[src/rtl/matrix_run_controller_if.sv]
// rtl/matrix_run_controller_if.sv - engine and display handshake bundle for matrix_run_controller
//
// Purpose: groups the sequencer's handshakes with the three compute engines
//   and the display block into one bundle.
// Signals:
//   start_PE, start_3x3, start_2x2  sequencer -> engine, 1-cycle start pulses
//   done_PE, done_3x3, done_2x2     engine -> sequencer, finished (pulse or level)
//   run_display                     sequencer -> display, level for the whole display phase
//   state_display_i[2:0]            display -> sequencer, display sub-state (4 = done)
// Modports: master = sequencer side, slave = engine/display side.

interface matrix_run_controller_if;
  logic       start_PE;
  logic       done_PE;
  logic       start_3x3;
  logic       done_3x3;
  logic       start_2x2;
  logic       done_2x2;
  logic       run_display;
  logic [2:0] state_display_i;

  modport master (
    output start_PE, start_3x3, start_2x2, run_display,
    input  done_PE, done_3x3, done_2x2, state_display_i
  );

  modport slave (
    input  start_PE, start_3x3, start_2x2, run_display,
    output done_PE, done_3x3, done_2x2, state_display_i
  );
endinterface

[src/rtl/matrix_run_controller.sv]
// rtl/matrix_run_controller.sv - one-at-a-time sequencer for the PE, 3x3, 2x2 engines and display
//
// Purpose: runs the PE, 3x3 and 2x2 engines strictly in sequence (they share the
//   operand memory), then holds run_display until the display block reports done.
//   Every wait is supervised by a timeout; the run length is reported on cycles_o.
// Ports:
//   clk          rising-edge clock
//   reset        asynchronous active-low reset
//   start        begin a run (sampled only in IDLE)
//   abort        return to IDLE from any state, clears ERROR
//   eng          engine/display handshake bundle (master side)
//   busy_o       high in every state except IDLE
//   done_o       1-cycle pulse on successful completion
//   error_o      high while in ERROR
//   err_stage_o  failing stage: 1=PE, 2=3x3, 3=2x2, 0=display
//   state_o      current FSM state encoding
//   cycles_o     cycles from start accept to done, saturating

module matrix_run_controller #(
  parameter int ENG_TIMEOUT  = 256,
  parameter int DISP_TIMEOUT = 64,
  parameter int CNT_W        = 16
) (
  input  logic                    clk,
  input  logic                    reset,
  input  logic                    start,
  input  logic                    abort,
  matrix_run_controller_if.master eng,
  output logic                    busy_o,
  output logic                    done_o,
  output logic                    error_o,
  output logic [1:0]              err_stage_o,
  output logic [3:0]              state_o,
  output logic [CNT_W-1:0]        cycles_o
);

  typedef enum logic [3:0] {
    S_IDLE     = 4'd0,
    S_RUN_PE   = 4'd1,
    S_WAIT_PE  = 4'd2,
    S_RUN_3X3  = 4'd3,
    S_WAIT_3X3 = 4'd4,
    S_RUN_2X2  = 4'd5,
    S_WAIT_2X2 = 4'd6,
    S_DISPLAY  = 4'd7,
    S_DONE     = 4'd8,
    S_ERROR    = 4'd9
  } state_t;

  // One shared timeout counter serves every timed state, so it is sized for the longer limit.
  localparam int TMO_MAX = (ENG_TIMEOUT > DISP_TIMEOUT) ? ENG_TIMEOUT : DISP_TIMEOUT;
  localparam int TMO_W   = $clog2(TMO_MAX);
  localparam logic [TMO_W-1:0] ENG_LAST  = TMO_W'(ENG_TIMEOUT - 1);
  localparam logic [TMO_W-1:0] DISP_LAST = TMO_W'(DISP_TIMEOUT - 1);
  localparam logic [2:0]       DISP_DONE = 3'd4;

  state_t           state_q, state_d;
  logic [1:0]       err_q, err_d;
  logic [TMO_W-1:0] tmo_q;
  logic [CNT_W-1:0] cycles_q;
  logic             timed;
  logic             counting;

  assign timed    = (state_q == S_WAIT_PE) || (state_q == S_WAIT_3X3) ||
                    (state_q == S_WAIT_2X2) || (state_q == S_DISPLAY);
  assign counting = (state_q != S_IDLE) && (state_q != S_DONE) && (state_q != S_ERROR);

  // Next-state logic. In each WAIT/DISPLAY state the done test comes first,
  // so a done arriving on the final timeout cycle still wins.
  always_comb begin
    state_d = state_q;
    err_d   = err_q;
    case (state_q)
      S_IDLE:     if (start) state_d = S_RUN_PE;
      S_RUN_PE:   state_d = S_WAIT_PE;
      S_WAIT_PE: begin
        if (eng.done_PE)            state_d = S_RUN_3X3;
        else if (tmo_q == ENG_LAST) begin state_d = S_ERROR; err_d = 2'd1; end
      end
      S_RUN_3X3:  state_d = S_WAIT_3X3;
      S_WAIT_3X3: begin
        if (eng.done_3x3)           state_d = S_RUN_2X2;
        else if (tmo_q == ENG_LAST) begin state_d = S_ERROR; err_d = 2'd2; end
      end
      S_RUN_2X2:  state_d = S_WAIT_2X2;
      S_WAIT_2X2: begin
        if (eng.done_2x2)           state_d = S_DISPLAY;
        else if (tmo_q == ENG_LAST) begin state_d = S_ERROR; err_d = 2'd3; end
      end
      S_DISPLAY: begin
        if (eng.state_display_i == DISP_DONE) state_d = S_DONE;
        else if (tmo_q == DISP_LAST)          begin state_d = S_ERROR; err_d = 2'd0; end
      end
      S_DONE:     state_d = S_IDLE;
      S_ERROR:    state_d = S_ERROR;
      default:    state_d = S_IDLE;
    endcase
    // abort overrides start, every done and the ERROR hold.
    if (abort) begin
      state_d = S_IDLE;
      err_d   = 2'd0;
    end
  end

  always_ff @(posedge clk or negedge reset) begin
    if (!reset) begin
      state_q <= S_IDLE;
      err_q   <= 2'd0;
    end else begin
      state_q <= state_d;
      err_q   <= err_d;
    end
  end

  // Timeout counter restarts on every state change, so each WAIT/DISPLAY entry begins at 0.
  always_ff @(posedge clk or negedge reset) begin
    if (!reset) begin
      tmo_q <= '0;
    end else if (!timed || (state_d != state_q)) begin
      tmo_q <= '0;
    end else begin
      tmo_q <= tmo_q + TMO_W'(1);
    end
  end

  // Run-length counter: cleared on start accept, counts RUN_PE..DISPLAY, saturates.
  always_ff @(posedge clk or negedge reset) begin
    if (!reset) begin
      cycles_q <= '0;
    end else if ((state_q == S_IDLE) && (state_d == S_RUN_PE)) begin
      cycles_q <= '0;
    end else if (counting && (cycles_q != {CNT_W{1'b1}})) begin
      cycles_q <= cycles_q + CNT_W'(1);
    end
  end

  // Outputs are flopped from the next state so they line up with state_q without decode glitches.
  always_ff @(posedge clk or negedge reset) begin
    if (!reset) begin
      eng.start_PE    <= 1'b0;
      eng.start_3x3   <= 1'b0;
      eng.start_2x2   <= 1'b0;
      eng.run_display <= 1'b0;
      busy_o          <= 1'b0;
      done_o          <= 1'b0;
      error_o         <= 1'b0;
    end else begin
      eng.start_PE    <= (state_d == S_RUN_PE);
      eng.start_3x3   <= (state_d == S_RUN_3X3);
      eng.start_2x2   <= (state_d == S_RUN_2X2);
      eng.run_display <= (state_d == S_DISPLAY);
      busy_o          <= (state_d != S_IDLE);
      done_o          <= (state_d == S_DONE);
      error_o         <= (state_d == S_ERROR);
    end
  end

  assign state_o     = state_q;
  assign err_stage_o = err_q;
  assign cycles_o    = cycles_q;

endmodule

[src/flat_wrapper.sv]
// flat-port wrapper written by rule: the top's interface ports become plain ports
module matrix_run_controller_flat 
#(
  parameter int ENG_TIMEOUT  = 256,
  parameter int DISP_TIMEOUT = 64,
  parameter int CNT_W        = 16
)
  (clk, reset, start, abort, busy_o, done_o, error_o, err_stage_o, state_o, cycles_o, eng_start_PE, eng_start_3x3, eng_start_2x2, eng_run_display, eng_done_PE, eng_done_3x3, eng_done_2x2, eng_state_display_i);
  matrix_run_controller_if eng_i ();
  input  logic clk;
  input  logic reset;
  input  logic start;
  input  logic abort;
  output logic busy_o;
  output logic done_o;
  output logic error_o;
  output logic [1:0] err_stage_o;
  output logic [3:0] state_o;
  output logic [CNT_W-1:0] cycles_o;
  output wire logic [$bits(eng_i.start_PE)-1:0] eng_start_PE;
  output wire logic [$bits(eng_i.start_3x3)-1:0] eng_start_3x3;
  output wire logic [$bits(eng_i.start_2x2)-1:0] eng_start_2x2;
  output wire logic [$bits(eng_i.run_display)-1:0] eng_run_display;
  input wire logic [$bits(eng_i.done_PE)-1:0] eng_done_PE;
  input wire logic [$bits(eng_i.done_3x3)-1:0] eng_done_3x3;
  input wire logic [$bits(eng_i.done_2x2)-1:0] eng_done_2x2;
  input wire logic [$bits(eng_i.state_display_i)-1:0] eng_state_display_i;
  assign eng_start_PE = eng_i.start_PE;
  assign eng_start_3x3 = eng_i.start_3x3;
  assign eng_start_2x2 = eng_i.start_2x2;
  assign eng_run_display = eng_i.run_display;
  assign eng_i.done_PE = eng_done_PE;
  assign eng_i.done_3x3 = eng_done_3x3;
  assign eng_i.done_2x2 = eng_done_2x2;
  assign eng_i.state_display_i = eng_state_display_i;
  matrix_run_controller #(.ENG_TIMEOUT(ENG_TIMEOUT), .DISP_TIMEOUT(DISP_TIMEOUT), .CNT_W(CNT_W)) u_core (.clk(clk), .reset(reset), .start(start), .abort(abort), .eng(eng_i), .busy_o(busy_o), .done_o(done_o), .error_o(error_o), .err_stage_o(err_stage_o), .state_o(state_o), .cycles_o(cycles_o));
endmodule
[config.mk]
export PLATFORM = sky130hd
export DESIGN_NAME = matrix_run_controller_flat
export DESIGN_NICKNAME = d
export VERILOG_FILES = /design/src/rtl/matrix_run_controller_if.sv /design/src/rtl/matrix_run_controller.sv /design/src/flat_wrapper.sv
export SDC_FILE = /design/constraint.sdc
export NUM_CORES = 1
export LEC_CHECK = 0
export CORE_MARGIN = 5
export CORE_UTILIZATION = 30
export CTS_CLUSTER_DIAMETER = 50
export DETAILED_ROUTE_END_ITERATION = 8
export SLEW_MARGIN = 20
export SYNTH_ARGS = -nofsm -noshare
export SYNTH_HDL_FRONTEND = slang
export SYNTH_SLANG_ARGS = --single-unit
export TNS_END_PERCENT = 1
[constraint.sdc]
create_clock -name clk -period 2.4 [get_ports clk]
set_clock_uncertainty 0.15 [all_clocks]
set_input_delay 0.48 -clock clk [delete_from_list [all_inputs] [get_ports clk]]
set_output_delay 0.48 -clock clk [all_outputs]
set_load 0.05 [all_outputs]
* After elaboration in Yosys (flattened, before gate mapping) *
Cells that the tools add are included.

operators by class
  multiply operators = 0
  shift operators = 0
  divide/modulo/power cells = 0
  $add $sub $neg = 2
  equal/unequal tests = 29
  reduce and logical (&&, ||, !) cells = 15
  bitwise gates (word level) = 0
  muxes and demuxes = 22
  $lt $le $gt $ge = 0

operator list
  kind                   number
  $pmux 4 s9             1
  $mux 16                2
  $mux 4                 8
  $eq 4x3->1 const B     6
  $ne 3x3->1 const B     8
  $mux 2                 9
  $add 16x1->16 const B  1
  $ne 16x16->1 const B   1
  $eq 4x2->1 const B     3
  $eq 4x4->1 const B     3
  $reduce_and 9->1       1
  $add 8x1->8 const B    1
  $eq 4x1->1 const B     2
  $eq 8x6->1 const B     1
  $eq 8x8->1 const B     1
  $mux 8                 1
  $ne 4x4->1 const B     2
  $pmux 2 s4             1
  $reduce_bool 4->1      2
  $reduce_bool 5->1      1
  $logic_and 1x1->1      4
  $logic_not 4->1        1
  $logic_or 1x1->1       4
  $ne 4x4->1             1
  other kinds (3)        3

storage, ports and cells
  bits in registers = 37
  latch bits = 0
  bits in read-only memories = 0
  bits in writable memories = 0
  logic and storage cells = 79
  memories = 0
  input bits = 10

* Longest topological paths before layout *
  depth after elaboration = 8
  gate-level depth with buffers = 8
  gate-level depth less buffers = 7

* Worst setup path before layout *
OpenSTA, ideal clock, no wires.

  path type = register -> register
  from = register u_core.state_q[1], in the netlist u_core.state_o[1]
  to = register u_core.error_o
  data arrival time = 1.989 ns
  library setup time = 0.069 ns
  clock period less this slack = 2.208 ns
  setup slack = 0.192 ns
  stages on the path, launching flop included = 8
  data required time = 2.181 ns
  cells stage by stage = dfrtp_1 -> buf_6 -> or4b_4 -> o32a_1 -> o22ai_1 -> nor2_1 -> or2_4 -> nor2_2

on the way
  cells in the longest elaborated chain, start to end = 5
  elaborated cells on any way between the ends = 19
  those cells by class = 9 x eq/ne; 9 x mux; 1 x reduce/logical

ends and longest elaborated chain
  what                                           line                          source
  start, declared                                matrix_run_controller.sv:57   state_t state_q, state_d;
  start signal, assigned                         matrix_run_controller.sv:110  state_q <= state_d;
  $mux 4, on equally long branches (2 in a row)  n/a
  $pmux 4 s9 *                                   matrix_run_controller.sv:73   case (state_q)
  $mux 4 *                                       matrix_run_controller.sv:99   if (abort) begin
  $eq 4x4->1 *                                   matrix_run_controller.sv:154  error_o <= (state_d == S_ERROR);
  end signal, assigned                           matrix_run_controller.sv:154
  end, declared                                  matrix_run_controller.sv:31   output logic error_o,

Every way passes the cells marked *; elsewhere a longest branch is shown, timed or not.
A chain may end at the register's enable or synchronous reset.

* Final worst setup path *
  from = register u_core.cycles_q[2], in the netlist u_core.cycles_o[2]
  to = output port cycles_o[2]

RTL lines
  what                    line                          source
  start, declared         matrix_run_controller.sv:60   logic [CNT_W-1:0] cycles_q;
  start signal, assigned  matrix_run_controller.sv:133  cycles_q <= cycles_q + CNT_W'(1);
  end, declared           flat_wrapper.sv:19            output logic [CNT_W-1:0] cycles_o;

No word-level cell between the ends.

==> metrics <==
GRT Util Overall=11.9%; CP max-delay cell=clkdlybuf4s50_1; Final GP Congestion=0.861; Final ANT Viol Nets=0; postcts setup bufs=0; initial antenna violation count=0; PD cells=983 mW/mm^2; Clock Tree Root=clkbuf_8; Buf+Inv Stages, Crit Path=1; count of final hold-check violations=0; Sw Share=45.6%; Post-DP HPWL=3.66 mm; buffer depth of the longest clock path=2; area delta synth->final=27.7%; syn avg cell area=9.86 sq um; Comb pwr share=51.7%; effective utilization at floorplan=30.9%; Rel. slew slack=44.8%; cell count after placement=349; Post-synth EDFFs=0; CP top delay family=buffers and inverters; Setup CP Type=reg -> out; worst r2r src=u_core.state_o[1]; largest net degree at the start of global routing=38; port buffer count=38; Static Leak=1.14 nW; sequential-to-total area share from yosys stat=44.1%; first-pass GRT wire length=8.27 mm; floorplan row count=30; synth warn=0; final slew viol count=0; grt ovf=0; min-delay worst type=in -> async; vias per cell=4.78; crit-path max cell delay=0.86 ns; fin crit share=94.3%; Pre-antenna DRT Iters=4; Netlist cell types=54; Fin Setup TNS=0 ns; H-tree depth=2; Die ar.=0.00878 sq mm; layout net count=272; Final Setup Violations=0; # Max-Cap Violations=0; worst-path cell chain=clkdlybuf4s50_1; post-DR wirelength/cell=13.8 microns; Die W=93.7 microns; Setup crit start=u_core.cycles_o[2]; Critical Path AT=1.63 ns; final instance count without filler cells=357; biggest area consumer among synthesized cells=dfrtp_1; layout cells sized above 1=16.9%; Post-Syn Instances=213; crit end category=output port; Clk pwr share=15.9%; ant diodes=0; synth top area cells=dfrtp_1, nor2_1, xor2_1; synthesis-stage register bit count=37; Tightest Pin Transition=0.829 ns; max frequency=0.442 GHz; DRT iter0 DRCs=67; CTS buffer count=5; CTS sink cnt=37; Flop pwr share=32.4%; top_reg_cell synth=dfrtp_1; Reg clk slew, reported paths=0.08 ns; minimum clock period=2.26 ns; crit start category=flip-flop; Critical Path RT=1.77 ns; DR vias=1,707; Max VDD drop=0.318 mV; Syn Nets=225; status=finished clean; ys async rst share=100%; Top Ports=39; RSZ-0062 raised after global routing=no; internal power=1.43 mW; synthesized area=0.00210 sq mm; CTS tree=done; core area=0.00679 sq mm; Die Y=93.7 microns; vias in the first global route=1,696; Tot Pwr=2.64 mW; top cell type's share of synthesized area=44.1%; Residual DRC=0; Worst-Skew Late Latency=0.29 ns; final wirelength=4.94 mm; worst hold slack=0.138 ns; sw power=1.20 mW; CP Max Fanout=8
## cells by family (layout without fill, tap and decap cells)
logic type / after synthesis / count (layout) / share of synthesized area, %
AO/OA/AOI/OAI: 32 / 32 / 13.2
multiplexers: 3 / 3 / 1.43
XOR/XNOR: 20 / 20 / 8.34
AND/OR/NAND/NOR: 107 / 107 / 28.2
buffers and inverters: 12 / 60 / 3.51
adder cells (fa/ha/maj): 2 / 2 / 1.19
flip-flops: 37 / 37 / 44.1
## repair_timing
action / CTS / global route
hold buffers: 0 / 0
gates resized for setup: 0 / 2
setup endpoints to repair: 0 / 5
## synth_stat cells, types with 2 or more instances
library cell  instances
dfrtp_1              37
nor2_1               35
xor2_1               14
nand3_1              13
nor2_2               11
nand2_1              10
xnor2_1               6
and3_1                5
inv_1                 5
nand4_1               5
a21oi_1               4
nand2b_1              4
a31oi_1               3
and4_1                3
buf_6                 3
mux2i_1               3
nor3_1                3
o31a_1                3
a21boi_0              2
a21boi_1              2
and2_1                2
buf_2                 2
ha_1                  2
nand3b_1              2
o21ai_1               2
o31ai_1               2
or2_1                 2
or3b_2                2
## layout make-up
class / instances / area [sq um]
clock inverters: 2 / 10.0
flip-flops and latches: 37 / 926
clock buffers: 6 / 72.6
inverters: 6 / 22.5
multi-input cells: 164 / 1110
repair buffers: 46 / 425
fillers: 669 / 4110
well taps: 96 / 120
## registers in the layout, indices dropped and copies added (netlist names), 2 cells and up
| signal | count |
|---|---|
| u_core.cycles_o | 16 |
| u_core.err_stage_o | 2 |
| u_core.state_o | 4 |
| u_core.tmo_q | 8 |
## through the flow
stage	worst slack [ns]	utilization [%]	instance area, sq um
final	0.137	39.5	2680
after global routing	0.0143	39.5	2680
after global placement	-0.116	38.2	2590
after floorplan	0.192	-	2100
after detailed placement	-0.175	38.2	2590
after CTS	0.0840	39.4	2680
## layout by cell type (no fill, tap or decap), types with 6 or more instances in the layout
cell type	Yosys	layout
nor2_1	35	35
nand2_1	10	10
xnor2_1	6	6
buf_4	1	12
xor2_1	14	14
dfrtp_1	37	37
nor2_2	11	11
clkdlybuf4s50_1	0	33
nand3_1	13	13
## power groups by stage
stage,logic (mW),registers (mW),clock network (mW)
3_3_place_gp,1.35,0.872,0
5_1_grt,1.47,0.872,0.462
4_1_cts,1.37,0.857,0.435
2_1_floorplan,0.770,1.09,0
6_report,1.36,0.853,0.420
3_5_place_dp,1.36,0.869,0
## path summary, 6_finish.rpt
path	endpoint	slack (ns)	cells after the start
max in group asynchronous	u_core.cycles_o[8]	1.43	1
worst max-delay path	cycles_o[2]	0.14	1
worst min-delay path	u_core.done_o	0.14	1
worst max register to register	u_core.eng.start_2x2	0.17	6
min in group clk	u_core.tmo_q[0]	0.34	1
worst min register to register	u_core.tmo_q[0]	0.34	1
## layer usage
metal / global-route usage [%] / vias up / share of wire, %
li1: - / 848 / -
met1: 16.0 / 814 / 49
met2: 17.1 / 36 / 44
met3: 3.77 / 9 / 5.4
met4: 5.78 / 0 / 2.1
met5: 0 / - / 0
No activity file was read; power rests on OpenSTA's default activity.
